==> config.mk <==
export PLATFORM = sky130hd
export DESIGN_NAME = seg_disp_sched
export DESIGN_NICKNAME = d
export VERILOG_FILES = /design/src/rtl/seg_ctrl_pkg.sv /design/src/rtl/seg_rr_pick.sv /design/src/rtl/seg_disp_sched.sv
export SDC_FILE = /design/constraint.sdc
export NUM_CORES = 1
export LEC_CHECK = 0
export BUFFER_PORTS_ARGS = -buffer_cell sky130_fd_sc_hd__buf_4
export CAP_MARGIN = 20
export CORE_MARGIN = 2
export CORE_UTILIZATION = 28
export CTS_CLUSTER_DIAMETER = 150
export DETAILED_ROUTE_END_ITERATION = 8
export RECOVER_POWER = 25
export SYNTH_ARGS = -nofsm -noshare
export SYNTH_HDL_FRONTEND = slang
export SYNTH_SLANG_ARGS = --single-unit
==> constraint.sdc <==
create_clock -name clk -period 2.6 [get_ports clk]
set_input_delay 0.52 -clock clk [delete_from_list [all_inputs] [get_ports clk]]
set_output_delay 0.52 -clock clk [all_outputs]
set_load 0.05 [all_outputs]
==> src/rtl/seg_ctrl_pkg.sv <==
// seg_ctrl_pkg: shared types, widths and helpers for the seg display scheduler.
package seg_ctrl_pkg;
    localparam int DATA_W      = 32;
    localparam int NUM_SRC_DEF = 4;
    typedef enum logic [1:0] {SCAN, SHOW, MANUAL} state_e;
    function automatic logic [31:0] onehot(input int unsigned idx);
        return 32'd1 << idx;
    endfunction
endpackage

==> src/rtl/seg_rr_pick.sv <==
// seg_rr_pick: combinational round-robin finder, first valid index at or after start.
module seg_rr_pick
    import seg_ctrl_pkg::*;
#(
    parameter int N = NUM_SRC_DEF,
    localparam int W = $clog2(N)
) (
    input  logic [N-1:0] valid,
    input  logic [W-1:0] start,
    output logic         found,
    output logic [W-1:0] idx
);
    // Walk offsets high to low so the nearest hit from start wins.
    always_comb begin
        found = 1'b0;
        idx   = '0;
        for (int k = N - 1; k >= 0; k--) begin
            if (valid[start + W'(k)]) begin
                found = 1'b1;
                idx   = start + W'(k);
            end
        end
    end
endmodule

==> src/rtl/seg_disp_sched.sv <==
// seg_disp_sched: round-robin/manual scheduler for the 32-bit seven-segment display word.
// Define SEG_TAG_EN to replace data32[31:28] with the selected source index.
module seg_disp_sched
    import seg_ctrl_pkg::*;
#(
    parameter int NUM_SRC = NUM_SRC_DEF,
    parameter int DWELL   = 50_000_000,
    localparam int SRC_W  = $clog2(NUM_SRC),
    localparam int CNT_W  = $clog2(DWELL)
) (
    input  logic                      clk,
    input  logic                      rst,
    input  logic [NUM_SRC-1:0]        src_valid,
    input  logic [NUM_SRC*DATA_W-1:0] src_data,
    input  logic                      step,
    input  logic                      manual_en,
    input  logic [SRC_W-1:0]          manual_sel,
    output logic [DATA_W-1:0]         data32,
    output logic [SRC_W-1:0]          cur_src,
    output logic [NUM_SRC-1:0]        grant,
    output logic                      dwell_tick
);
    state_e              state_q, state_d;
    logic [DATA_W-1:0]   data_q, data_d;
    logic [SRC_W-1:0]    cur_src_q, cur_src_d;
    logic [NUM_SRC-1:0]  grant_q, grant_d;
    logic                tick_q, tick_d;
    logic [CNT_W-1:0]    cnt_q, cnt_d;
    logic                first_q, first_d;
    logic                found;
    logic [SRC_W-1:0]    pick_idx;
    logic [SRC_W-1:0]    start;

    function automatic logic [DATA_W-1:0] word_of(input logic [NUM_SRC*DATA_W-1:0] d,
                                                  input logic [SRC_W-1:0] i);
        logic [DATA_W-1:0] w;
        w = d[DATA_W*i +: DATA_W];
`ifdef SEG_TAG_EN
        return {4'(i), w[27:0]};
`else
        return w;
`endif
    endfunction

    assign start = first_q ? '0 : cur_src_q + 1'b1;

    seg_rr_pick #(.N(NUM_SRC)) u_pick (
        .valid (src_valid),
        .start (start),
        .found (found),
        .idx   (pick_idx)
    );

    always_comb begin
        state_d   = state_q;
        data_d    = data_q;
        cur_src_d = cur_src_q;
        grant_d   = '0;
        tick_d    = 1'b0;
        cnt_d     = cnt_q;
        first_d   = first_q;
        if (manual_en) begin
            state_d   = MANUAL;
            data_d    = word_of(src_data, manual_sel);
            cur_src_d = manual_sel;
            cnt_d     = '0;
            first_d   = 1'b0;
        end else begin
            case (state_q)
                MANUAL: state_d = SCAN;
                SCAN: begin
                    if (found) begin
                        state_d   = SHOW;
                        data_d    = word_of(src_data, pick_idx);
                        cur_src_d = pick_idx;
                        grant_d   = NUM_SRC'(onehot(32'(pick_idx)));
                        cnt_d     = '0;
                        first_d   = 1'b0;
                    end
                end
                SHOW: begin
                    if (cnt_q == CNT_W'(DWELL - 1) || step) begin
                        state_d = SCAN;
                        tick_d  = 1'b1;
                        cnt_d   = '0;
                    end else begin
                        cnt_d = cnt_q + 1'b1;
                    end
                end
                default: state_d = SCAN;
            endcase
        end
    end

    always_ff @(posedge clk) begin
        if (rst) begin
            state_q   <= SCAN;
            data_q    <= '0;
            cur_src_q <= '0;
            grant_q   <= '0;
            tick_q    <= 1'b0;
            cnt_q     <= '0;
            first_q   <= 1'b1;
        end else begin
            state_q   <= state_d;
            data_q    <= data_d;
            cur_src_q <= cur_src_d;
            grant_q   <= grant_d;
            tick_q    <= tick_d;
            cnt_q     <= cnt_d;
            first_q   <= first_d;
        end
    end

    assign data32     = data_q;
    assign cur_src    = cur_src_q;
    assign grant      = grant_q;
    assign dwell_tick = tick_q;
endmodule

==> impl_results.md <==
* Run status: finished clean
* Critical path arrival at 2.61 ns
* Buffer type at the clock tree root: clkbuf_16
* TritonCTS clock tree: done
* Wire length of the first global-routing pass at 20200 um
* Startpoint of the worst hold path: rst
* Final weighted congestion of routability-driven global placement at 0.824
* Final slew viol count at 0
* Worst setup path class: register to register
* Half-perimeter wire length after placement at 10100 um
* Top-level port count at 177
* Worst clock skew at 0.00746 ns
* Largest vdd supply drop at 290 uV
* Min cycle time layout at 2.37 ns
* Path depth of the worst reg2reg path at 8
* Core region area at 15000 um^2
* Final setup viols at 0
* Total power after layout at 3.42 mW
* Ys async rst share at 0%
* Peak fanout along the critical path at 14
* Clock Sink Count at 68
* Number of distinct library cell variants in the gate-level netlist after synthesis at 54
* DR top layer: met4
* Starting density of the core at 28.3%
* TritonRoute pass-1 iters at 4
* Placement row count at 45
* Starting DRC count in detailed routing at 192
* Most frequent cells after synthesis: nor2_1 (80), dfxtp_1 (68), mux2i_1 (35), a211oi_2 (32), a32oi_1 (31)
* Clk pin slew, worst setup/hold paths at 0.06 ns
* Number of synthesized flops with an enable pin at 0
* Final wirelength at 13300 um
* Net count reported at finish at 757
* Total routing resource utilization after global routing at 15.7%
* Post_cts resized at 0
* Floorplan die area at 16200 um^2
* H-tree depth at 3
* Port-buffer cells at 176
* Cell area reported after detailed placement at 5760 um^2
* Relative slew slack at 54.1%
* Yosys warning total at 0
* Width of the chip at 127 um
* HP Class: input port to register
* FF+latch count, synth at 68
* Fraction of the core area covered by cells at the end of the flow at 39.7%
* Design Area, Final at 5970 um^2
* Number of hold violations in the final report at 0
* Primary FF master, synth: dfxtp_1
* # diodes at 0
* Hold-critical path endpoint: state_q[1]
* Height of the die at 127 um
* Data required time of the critical path at 2.84 ns
* Worst flop-to-flop path endpoint: data32[14]
* Layout cells sized above 1 at 43.6%
* Maximum number of pins on one net before global-route repair at 34
* Final-layout fill cell count at 1530
* P_leak at 2.40 nW
* Via count at 4096
* Number of design rule violations left after detail routing at 0
* Worst-Margin Slew at 0.688 ns
* Max Cap Violations at 0
* Startpoint Class: register
* Hold Buf Count CTS at 0
* Post-Place Worst Slack at -0.253 ns
* Reg-to-reg critical path startpoint: cur_src[1]
* Maximum clock frequency at 423 MHz
* Worst Hold Path Cells at 2
* Minimum setup slack in the final design at 0.234 ns
* Via density at 5.06
* Top cell type's share of synthesized area at 32.0%
* Maximum count of clock buffers along a single path at 2
* Register-to-register setup slack at 0.23 ns
* Area growth from synthesis to layout at 40.3%
* Number of buffers added by the clock tree synthesis step at 9
* Detailed-routed wire length on met3 at 775 um
* Total congestion overflow at 0
* Multi-input gate area at 2640 um^2
* Wire length on met2 at 6420 um
* Register Area at 1360 um^2
* Wire per inst at 16.4 um
* Fraction of the cycle the final worst path needs at 91.0%
* Most used standard cell by instance count after synthesis: nor2_1
* Post-synthesis net count at 580
* Capturing element type of the critical path: register
* Proportion of synthesized chip area in sequential cells at 32.0%
* Post-route met1 wirelength at 5780 um
* DRT antenna net count at 0
* Number of antenna violations at the first check in global routing at 0
* Vias in the first global route at 3978
* Area leader, netlist: dfxtp_1
* Post-Synthesis Cells at 441
* Mean post-synth cell area at 9.65 um^2
* Mapped cell area at 4260 um^2
* Clock insertion delay at the later pin of the skew report at 0.33 ns
* RSZ-0062 raised after global routing: false
* Ranking of synthesized cells by area: dfxtp_1 (32%), a211oi_2 (9.4%), mux2i_1 (8.2%)
* Power density cells at 572 nW/um^2
==> cell families (layout without fill, tap and decap cells) <==
family | after synthesis | after routing | synth area share [%]
AOI/OAI and AO/OA | 126 | 126 | 30.5
xor gates and xnor gates | 23 | 23 | 4.73
adders and majority gates | 1 | 1 | 0.294
buffers and inverters | 37 | 217 | 6.17
DFF | 68 | 68 | 32.0
muxes | 35 | 35 | 8.23
and+or+nand+nor | 151 | 151 | 18.1
==> how the worst max path moves through the flow <==
| stage | from | endpoint | slack, ns | depth (start not counted) |
|---|---|---|---|---|
| 6_report | cur_src[1] | data32[14] | 0.23 | 8 |
| 5_1_grt | cur_src[1] | data32[9] | 0.09 | 8 |
| 4_1_cts | cur_src[0] | data32[6] | 0.14 | 7 |
| 3_5_place_dp | src_valid[3] | data32[6] | -0.25 | 8 |
| 3_3_place_gp | src_valid[3] | data32[10] | -0.20 | 8 |
| 2_1_floorplan | cur_src[0] | data32[0] | 0.43 | 8 |
==> sequential cells by signal (all words and copies together), names as in the netlist <==
| name | cells |
|---|---|
| data32 | 32 |
| state_q | 2 |
| cur_src | 2 |
| grant | 4 |
| first_q | 1 |
| cnt_q | 26 |
| dwell_tick | 1 |
==> layout make-up <==
type	instances	area share, %
clock buffers	10	4.00
clock inverters	4	0.461
inverters	5	0.314
multi-input cells	336	44.2
flip-flops and latches	68	22.8
well taps	188	3.94
repair buffers	198	24.3
==> where the power goes <==
group          switching, mW  internal [mW]
sequential            0.0528           1.13
combinational          0.687          0.436
clock                  0.453          0.658
total                   1.19           2.22
==> worst max-delay path, cell delays in order, from the launching register on <==
cell	delay (ns)
dfxtp_1	0.37
buf_4	0.17
nand2b_1	0.19
o221ai_2	0.38
o311ai_2	0.23
a21oi_2	0.36
buf_4	0.28
a32oi_1	0.09
a211oi_2	0.20
==> what timing repair did <==
action	CTS	global route
setup buffers	1	1
endpoints found under the setup margin	15	10
pin swaps	1	1
==> metrics by stage <==
step / hold slack [ns] / TNS (ns) / instances
6_report: 0.458 / 0 / 809
5_1_grt: 0.460 / 0 / 809
4_1_cts: 0.427 / 0 / 808
3_5_place_dp: 0.492 / -3.74 / 793
3_3_place_gp: 0.491 / -3.06 / 793
2_1_floorplan: 0.444 / 0 / 441
==> layer usage <==
metal	vias to the layer above	track usage (%)
met5	-	0
met4	0	6.72
met3	18	3.81
met2	127	26.6
met1	1962	19.1
li1	1989	-
==> cells in the final DEF (no fill, tap or decap), types with 5 or more instances in the layout <==
cell       Yosys  final
xnor2_1       10     10
clkbuf_16      0      9
mux2i_1       35     35
nand3_1       16     16
dfxtp_1       68     68
a211oi_2      32     32
and3_1         5      5
clkbuf_1       4     26
a21oi_1       12     11
o21bai_2      30     30
nand2b_1       6      6
nor2_1        80     79
inv_1          5      5
buf_12         0      5
nand2_1       11     11
buf_4          8    167
a32oi_1       31     31
xor2_1        13     13
Note: power is estimated with default switching activity, not from simulation.
